File: src/rtl/tagged_div_dispatcher_pkg.sv
// Shared types for the normalize-stage front end.
// TAG_SIZE may be overridden on the command line; it defaults to 64.
`ifndef TAG_SIZE
`define TAG_SIZE 64
`endif

package tagged_div_dispatcher_pkg;

    localparam int TAG_SIZE = `TAG_SIZE;
    localparam int CNT_W    = $clog2(TAG_SIZE) + 1;

    typedef struct packed {
        logic [31:0] x;
        logic [31:0] y;
        logic [31:0] z;
    } RayDirection;

    typedef struct packed {
        logic [TAG_SIZE-1:0] tag;
        RayDirection         dir;
    } TaggedRay;

    typedef struct packed {
        logic [TAG_SIZE-1:0] tag;
        RayDirection         dir;
    } TaggedNormalized;

    // Rotate a one-hot tag left by one, wrapping the MSB back to bit 0.
    function automatic logic [TAG_SIZE-1:0] next_onehot(input logic [TAG_SIZE-1:0] t);
        logic [TAG_SIZE-1:0] r;
        if (t[TAG_SIZE-1]) begin
            r = {{(TAG_SIZE-1){1'b0}}, 1'b1};
        end else begin
            r = t << 1;
        end
        return r;
    endfunction

endpackage

File: src/rtl/tagged_div_dispatcher_tag_gen.sv
// onehot_tag_gen: rotating one-hot tag source. Starts at 1 after reset so the
// first tag matches the reorder buffer's first expected tag.
module onehot_tag_gen
    import tagged_div_dispatcher_pkg::*;
(
    input  logic                clk,
    input  logic                reset,
    input  logic                advance,
    output logic [TAG_SIZE-1:0] tag_out
);

    // Step to the next one-hot tag whenever a ray takes the current one.
    always_ff @(posedge clk or posedge reset) begin
        if (reset) begin
            tag_out <= {{(TAG_SIZE-1){1'b0}}, 1'b1};
        end else if (advance) begin
            tag_out <= next_onehot(tag_out);
        end
    end

endmodule

File: src/rtl/tagged_div_dispatcher.sv
// tagged_div_dispatcher: stamps incoming rays with a rotating one-hot tag and
// hands them round-robin to the divider lanes, never letting more than
// TAG_SIZE rays be in flight so a tag cannot be reused before it retires.
// Optional feature macro: DISPATCH_STATS_EN adds dispatch/stall counters.
module tagged_div_dispatcher
    import tagged_div_dispatcher_pkg::*;
#(
    parameter int DIV_COUNT = 16
) (
    input  logic                 clk,
    input  logic                 reset,
    input  logic                 ray_valid_in,
    input  RayDirection          ray_in,
    output logic                 ray_ready_out,
    input  logic [DIV_COUNT-1:0] div_ready_in,
    input  logic [DIV_COUNT-1:0] div_overflow_in,
    input  logic                 retire_in,
    output logic [DIV_COUNT-1:0] div_valid_out,
    output TaggedRay             div_data_out,
    output logic [CNT_W-1:0]     outstanding_out
`ifdef DISPATCH_STATS_EN
    ,
    output logic [31:0]          dispatched_cnt_out,
    output logic [31:0]          stall_cnt_out
`endif
);

    localparam int LANE_W = (DIV_COUNT > 1) ? $clog2(DIV_COUNT) : 1;

    logic                 stage_valid;
    RayDirection          stage_ray;
    logic [TAG_SIZE-1:0]  stage_tag;
    logic [TAG_SIZE-1:0]  cur_tag;
    logic [LANE_W-1:0]    rr_ptr;
    logic [DIV_COUNT-1:0] elig;
    logic [LANE_W-1:0]    sel;
    logic                 sel_found;
    logic                 fire;
    logic                 accept;

    assign elig          = div_ready_in & ~div_overflow_in;
    assign fire          = stage_valid && sel_found && (outstanding_out < CNT_W'(TAG_SIZE));
    assign ray_ready_out = !stage_valid || fire;
    assign accept        = ray_valid_in && ray_ready_out;

    onehot_tag_gen u_tag_gen (
        .clk     (clk),
        .reset   (reset),
        .advance (accept),
        .tag_out (cur_tag)
    );

    // Pick the first eligible lane at or above rr_ptr, wrapping around.
    always_comb begin
        sel       = '0;
        sel_found = 1'b0;
        for (int k = 0; k < DIV_COUNT; k++) begin
            int cand;
            cand = int'(rr_ptr) + k;
            if (cand >= DIV_COUNT) begin
                cand = cand - DIV_COUNT;
            end
            if (!sel_found && elig[LANE_W'(cand)]) begin
                sel_found = 1'b1;
                sel       = LANE_W'(cand);
            end
        end
    end

    // Holding stage: load on accept, empty when its ray fires without a refill.
    always_ff @(posedge clk or posedge reset) begin
        if (reset) begin
            stage_valid <= 1'b0;
            stage_ray   <= '0;
            stage_tag   <= '0;
        end else if (accept) begin
            stage_valid <= 1'b1;
            stage_ray   <= ray_in;
            stage_tag   <= cur_tag;
        end else if (fire) begin
            stage_valid <= 1'b0;
        end
    end

    // Registered dispatch strobe/payload and round-robin pointer advance.
    always_ff @(posedge clk or posedge reset) begin
        if (reset) begin
            div_valid_out <= '0;
            div_data_out  <= '0;
            rr_ptr        <= '0;
        end else if (fire) begin
            div_valid_out <= DIV_COUNT'(1) << sel;
            div_data_out  <= {stage_tag, stage_ray};
            rr_ptr        <= (sel == LANE_W'(DIV_COUNT - 1)) ? '0 : sel + 1'b1;
        end else begin
            div_valid_out <= '0;
        end
    end

    // In-flight count: up on dispatch, down on retire, floor at zero.
    always_ff @(posedge clk or posedge reset) begin
        if (reset) begin
            outstanding_out <= '0;
        end else if (fire && !retire_in) begin
            outstanding_out <= outstanding_out + 1'b1;
        end else if (!fire && retire_in && (outstanding_out != '0)) begin
            outstanding_out <= outstanding_out - 1'b1;
        end
    end

`ifdef DISPATCH_STATS_EN
    // Free-running statistics: rays dispatched and cycles a staged ray waited.
    always_ff @(posedge clk or posedge reset) begin
        if (reset) begin
            dispatched_cnt_out <= '0;
            stall_cnt_out      <= '0;
        end else begin
            if (fire) begin
                dispatched_cnt_out <= dispatched_cnt_out + 32'd1;
            end
            if (stage_valid && !fire) begin
                stall_cnt_out <= stall_cnt_out + 32'd1;
            end
        end
    end
`endif

endmodule
File: config.mk
export PLATFORM = sky130hd
export DESIGN_NAME = tagged_div_dispatcher
export DESIGN_NICKNAME = d
export VERILOG_FILES = /design/src/rtl/tagged_div_dispatcher_pkg.sv /design/src/rtl/tagged_div_dispatcher_tag_gen.sv /design/src/rtl/tagged_div_dispatcher.sv
export SDC_FILE = /design/constraint.sdc
export NUM_CORES = 1
export LEC_CHECK = 0
export ABC_AREA = 1
export BUFFER_PORTS_ARGS = -buffer_cell sky130_fd_sc_hd__buf_2
export CAP_MARGIN = 40
export CORE_ASPECT_RATIO = 0.6
export CORE_UTILIZATION = 51
export CTS_CLUSTER_SIZE = 28
export DETAILED_ROUTE_END_ITERATION = 10
export PLACE_DENSITY = 0.74
export SYNTH_ARGS = -nofsm -noshare
export SYNTH_HDL_FRONTEND = slang
export SYNTH_HIERARCHICAL = 1
export SYNTH_SLANG_ARGS = --single-unit
File: constraint.sdc
create_clock -name clk -period 14.13 [get_ports clk]
set_clock_uncertainty 0.15 [all_clocks]
set_input_delay 2.1195 -clock clk [delete_from_list [all_inputs] [get_ports clk]]
set_output_delay 2.1195 -clock clk [all_outputs]
set_load 0.02 [all_outputs]
; ---- After elaboration in Yosys (flattened, before gate mapping)
; Index checks and enable logic that the tools add are counted.
; W data, S select, Z words.
[totals]
reg_bits = 412
inputBits = 132
out_inout_bits = 184
wordCells = 230
[classes]
add_sub_neg = 34
magnitude_cmp = 33
eq_ne = 1
shifts = 1
muxes = 103
bitwise = 2
n_reduce_logical = 43
[op_table]
columns = operator, n
row1 = $mux W4, 33
row2 = $lt A4 B6 Y1 const B, 16
row3 = $ge A5 B5 Y1 const B, 15
row4 = $bmux W1 S4, 16
row5 = $mux W64, 1
row6 = $sub A4 B1 Y4 const B, 16
row7 = $mux W1, 50
row8 = $add A4 B4 Y5 const B, 8
row9 = $logic_and A1 B1 Y1, 21
row10 = $add A4 B3 Y5 const B, 4
row11 = $logic_not A1 Y1, 18
row12 = $and A16 B16 Y16, 1
row13 = $mux W16, 1
row14 = $not A16 Y16, 1
row15 = $shl A1 B4 Y16 const A, 1
row16 = $mux W7, 2
row17 = $add A4 B2 Y5 const B, 2
row18 = $add A7 B1 Y7 const B, 1
row19 = $lt A7 B7 Y1 const B, 1
row20 = $reduce_bool A7 Y1, 1
row21 = $sub A7 B1 Y7 const B, 1
row22 = $add A4 B1 Y5 const B, 1
row23 = $ge A4 B5 Y1 const B, 1
row24 = $add A4 B1 Y4 const B, 1
row25 = 3 further kinds, 4

; ---- Longest topological paths before layout
[depth]
word_depth = 58
ltp_mapped = 32
mapped_depth_nobuf = 30

; ---- Cells and area by module
; The synthesis kept the hierarchy.
[by_module_without_submodules]
columns = mod, n_inst, cells_each, area_each_um2, seq_area_each_um2
row1 = tagged_div_dispatcher, 1, 1848, 15255.9, 8708.4
row2 = onehot_tag_gen, 1, 278, 2601.2, 1602.8

; ---- Worst setup path before layout
; No wires, ideal clock.
[synth_timing]
kind = input port to output port
startpoint = input port div_overflow_in[12]
endpoint = output port ray_ready_out
arrival_ns = 4.008
required_time_ns = 11.860
setup_slack_ns = 7.853
stages = 17
path_buffers = 0
cell_sequence = inv_1 > nand3_1 > nand3_1 > nand3_1 > nand3_1 > nand2_2 > nand3_4 > nor2_8 > nand4_4 > nor2_4 > nand4_4 > nor3_4 > nand2_1 > nor2_2 > nand2_1 > nand3_2 > nand2_4
[synth_between]
elab_chain_len = 54
elab_cells_between_ends = 99
cone_classes = mux: 64 / bitwise: 2 / reduce/logical: 33
[synth_lines]
columns = element, line_no
row1 = from (decl), tagged_div_dispatcher.sv:16  ; input logic [DIV_COUNT-1:0] div_overflow_in,
row2 = $not A16 Y16 (*), tagged_div_dispatcher.sv:41  ; assign elig = div_ready_in & ~div_overflow_in;
row3 = $and A16 B16 Y16 (*), tagged_div_dispatcher.sv:41
row4 = $bmux W1 S4, tagged_div_dispatcher.sv:63  ; if (!sel_found && elig[LANE_W'(cand)]) begin
row5 = $mux W1 (not written as such) (2 in series), tagged_div_dispatcher.sv:63
row6 = $mux W1, tagged_div_dispatcher.sv:63
row7 = $logic_not A1 Y1, tagged_div_dispatcher.sv:63
row8 = $logic_and A1 B1 Y1, tagged_div_dispatcher.sv:63
row9 = $mux W1, tagged_div_dispatcher.sv:63
row10 = (+36 left out), -
row11 = $logic_not A1 Y1, tagged_div_dispatcher.sv:63
row12 = $logic_and A1 B1 Y1, tagged_div_dispatcher.sv:63
row13 = $mux W1, tagged_div_dispatcher.sv:63
row14 = $logic_not A1 Y1, tagged_div_dispatcher.sv:63
row15 = $logic_and A1 B1 Y1, tagged_div_dispatcher.sv:63
row16 = $mux W1 (*), tagged_div_dispatcher.sv:63
row17 = $logic_and A1 B1 Y1 (*) (2 in series), tagged_div_dispatcher.sv:42  ; assign fire = stage_valid && sel_found && (outstanding_out < CNT_W'(TAG_SIZE));
row18 = $logic_or A1 B1 Y1 (*), tagged_div_dispatcher.sv:43  ; assign ray_ready_out = !stage_valid || fire;
row19 = to (decl), tagged_div_dispatcher.sv:14  ; output logic ray_ready_out,
; Every way passes the cells marked *; elsewhere a longest branch is shown, timed or not. The select of a mux whose other input is x is not followed.

; ---- Final worst setup path
[layout_timing]
startpoint = register rr_ptr[1]
endpoint = output port ray_ready_out
[layout_between]
elab_chain_len = 54
elab_cells_between_ends = 160
cone_classes = add/sub: 31 / order compare: 16 / mux: 80 / reduce/logical: 33
[layout_lines]
columns = element, line_no
row1 = from (decl), tagged_div_dispatcher.sv:34  ; logic [LANE_W-1:0] rr_ptr;
row2 = from (signal assigned), tagged_div_dispatcher.sv:94  ; rr_ptr <= (sel == LANE_W'(DIV_COUNT - 1)) ? '0 : sel + 1'b1;
row3 = "parallel branches: the longest is 50 deep, another holds $add A4 B1 Y5", -
row4 = $mux W1 (*), tagged_div_dispatcher.sv:63
row5 = $logic_and A1 B1 Y1 (*) (2 in series), tagged_div_dispatcher.sv:42
row6 = $logic_or A1 B1 Y1 (*), tagged_div_dispatcher.sv:43
; Mark *: on every way between the ends. The select of a mux whose other input is x is not followed.

==> metrics.yaml <==
place:
  dpl_cell_area_sq_mm: 0.0197
  hpwl_um: 31200
  port_buffers: 315
  gp_congestion: 0.943
  dp_slack_ps: 7210
worst_setup_path:
  crit_chain: "inv_1, ha_1, inv_1, nand3_1, nand3_1, nand3_1, nand2_2, nand3_4, nor2_8, nand4_4, nor2_4, nand4_4, nor3_4, nand2_1, nor2_2, nand2_1, nand3_4, nand2_4, buf_2"
  path_buf_inv: 3
  ff2ff_setup_slack_ps: 7110
  crit_path_end_kind: "output pin"
  r2r-end: "outstanding_out[5]"
  cp-startpoint: "rr_ptr[1]"
  max_stage_delay_ps: 860
  path_common_cell: "nand3_1"
  worstReg2RegStart: "rr_ptr[1]"
  crit_required_ps: 11860
  worstPathArrival_ps: 5410
  rr_worst_depth: 29
  worstSetupPathType: "register to output pin"
  worstPathMaxFanout: 18
  critPathTopFamily: "simple AND/OR/NAND/NOR gates"
  crit_slowest_cell: "dfrtp_1"
  start_kind: "register"
clock_network:
  clockRootBuffer: "clkbuf_16"
  post_cts_buffers: 0
  htreeDepth: 2
  clk_transition_reported_paths_ps: 70
  cts_buffers: 38
  cts_max_path_buffers: 3
  ctsResizeCount: 0
  clk_latency_ps: 540
  cts_hold_buf: 0
  cts.sinks: 412
  cts_tree: "done"
synth:
  syn_area_sq_mm: 0.0179
  yosys.area_share.simple: 0.301
  ys_types: 41
  synthFlopType: "dfrtp_1"
  synth_top_area_cell: "dfrtp_1"
  synth_mux_area_frac: 0
  ys_async_sr_fraction: 1.00
  synth_cells: 2126
  synth_top_cells_by_count: "nand2_1 (1018), dfrtp_1 (411), nand3_1 (209)"
  synth_xor_area_frac: 0.00490
  synth_nets: 2277
  synth_compound_area_frac: 0.0375
  synth_top_family_by_area: "simple AND/OR/NAND/NOR gates"
  yosys.area_share.adder: 0.0137
  ys_seq_area_frac: 0.577
  syn_area_per_cell_sq_um: 8.40
  yosysMostFrequentCell: "nand2_1"
  synth_edf_count: 0
  ys_warn_count: 6
  ys_seq_elements: 412
  yosysTopAreaCellShare: 0.576
  synth_area_leaders: "dfrtp_1 (58%), nand2_1 (21%), nand3_1 (5.9%)"
power:
  comb_power_share: 0.450
  fin_total_pwr_mw: 4.79
  p_leak_nw: 12.0
  ir_worst_vdd_uv: 106
  power.share.sequential: 0.338
  netSwitchingPower_mw: 2.15
  switching_share: 0.450
  clockPowerShare: 0.212
  powerDensity_mw_per_mm2: 229
  p_int_mw: 2.63
global_route:
  grt_pass1_vias: 13900
  antenna_found_initial: 2
  grtUsageTotal: 0.258
  globalRouteOverflowTotal: 0
  grt_max_degree: 157
  grt_pass1_wl_um: 74400
worst_hold_path:
  hold_path_end: "div_data_out[152]"
  min_from: "stage_tag[56]"
  hp-class: "register to register"
  whs_path_depth: 2
drt:
  vias_per_cell: 5.12
  vias: 14800
  drt_iter0_drc: 1505
  wl_um: 45600
  firstDrtPassIters: 6
  ant_nets: 0
  drc: 0
  wl_per_cell_um: 15.8
job:
  drv_cap: 0
sta:
  period_share: 0.544
  tightest_slew_ps: 917
  finalWorstSetupSlack_ps: 6450
  setup_viol: 0
  fin_hold_ws_ps: 317
  maxSlewHeadroom: 0.388
  clock.fmax_ghz: 0.130
  fin_setup_tns_ps: 0
  hold_viol: 0
  drv_slew: 0
  fin_crit_ps: 7680
  rsz0062_at_grt: "no"
final_layout:
  area_growth_pct: 17.4
  nets: 2551
  drive_above_1_share: 0.174
  design_area_sq_mm: 0.0210
  n_fill_cell: 2998
die:
  io_pins: 316
  die_w_um: 244
  dieArea_sq_mm: 0.0358
  coreArea_sq_mm: 0.0341
  row_count: 52
  die_h_um: 147
  start_util: 0.524
run_status:
  status: "finished, final reports clean"
power by group through the flow:
stage / clock, mW / combinational (mW) / sequential, mW
floorplan: 0 / 1.36 / 1.76
global placement: 0 / 2.05 / 1.63
detailed placement: 0 / 2.12 / 1.63
CTS: 1.04 / 2.13 / 1.62
global route: 1.09 / 2.38 / 1.65
finish: 1.02 / 2.16 / 1.62
registers in the layout, indices dropped and copies added, names as in the netlist:
signal	cells
div_valid_out	16
stage_valid	1
rr_ptr	4
u_tag_gen/tag_out	64
stage_tag	64
stage_ray	96
div_data_out	160
outstanding_out	7
area by class of cell:
type                    count  area, sq um  area share
repair buffers            335         1900      0.0909
inverters                 138          536      0.0256
clock buffers              55         1110      0.0528
well taps                 459          574      0.0274
diodes                      2         5.00    0.000239
multi-input cells        1475         6390       0.305
clock inverters            15          129     0.00615
flip-flops and latches    412        10300       0.492
logic make-up after synthesis:
group / Yosys count
adder cells (fa/ha/maj): 19
AO/OA/AOI/OAI: 130
buffers and inverters: 239
AND/OR/NAND/NOR: 1319
flip-flops: 412
XOR/XNOR: 7
routing by layer:
metal  vias up  wire, um  GRT usage
met3        57      4030     0.0661
met1      7033     20900      0.385
met5         -         0          0
li1       7178         -          -
met4         0       801     0.0572
met2       543     19800      0.380
worst reg2reg max path: cells and delay by family, from the launching register on:
kind                       cells  cell delay (ps)
adders and majority gates      2             1030
buffers and inverters          5             1630
AOI/OAI and AO/OA              4              460
DFF                            1              860
xor gates and xnor gates       1              160
and+or+nand+nor               17             2610
through the flow:
step	util	instances
2_1_floorplan	-	2126
3_3_place_gp	0.571	2809
3_5_place_dp	0.578	2819
4_1_cts	0.615	2889
5_1_grt	0.615	2890
6_report	0.615	2891
placed cells by master, fill, tap and decap left out, types with 14 or more instances in the layout:
cell and instances:
dfrtp_1 411, o21ai_1 47, nand2_1 1018, o21ai_0 66
clkbuf_16 39, nand4_1 14, nor2_1 55, ha_1 18
nand3_1 209, inv_1 128, buf_2 315
worst max path at each step:
| stage | slack (ps) | end | cells after the start |
|---|---|---|---|
| after floorplan | 2210 | div_data_out[0] | 1 |
| after global placement | 6900 | outstanding_out[5] | 28 |
| after detailed placement | 7210 | ray_ready_out | 19 |
| after CTS | 6620 | ray_ready_out | 19 |
| after global routing | 6220 | ray_ready_out | 19 |
| final | 6450 | ray_ready_out | 19 |
No activity file was read; power rests on OpenSTA's default activity.
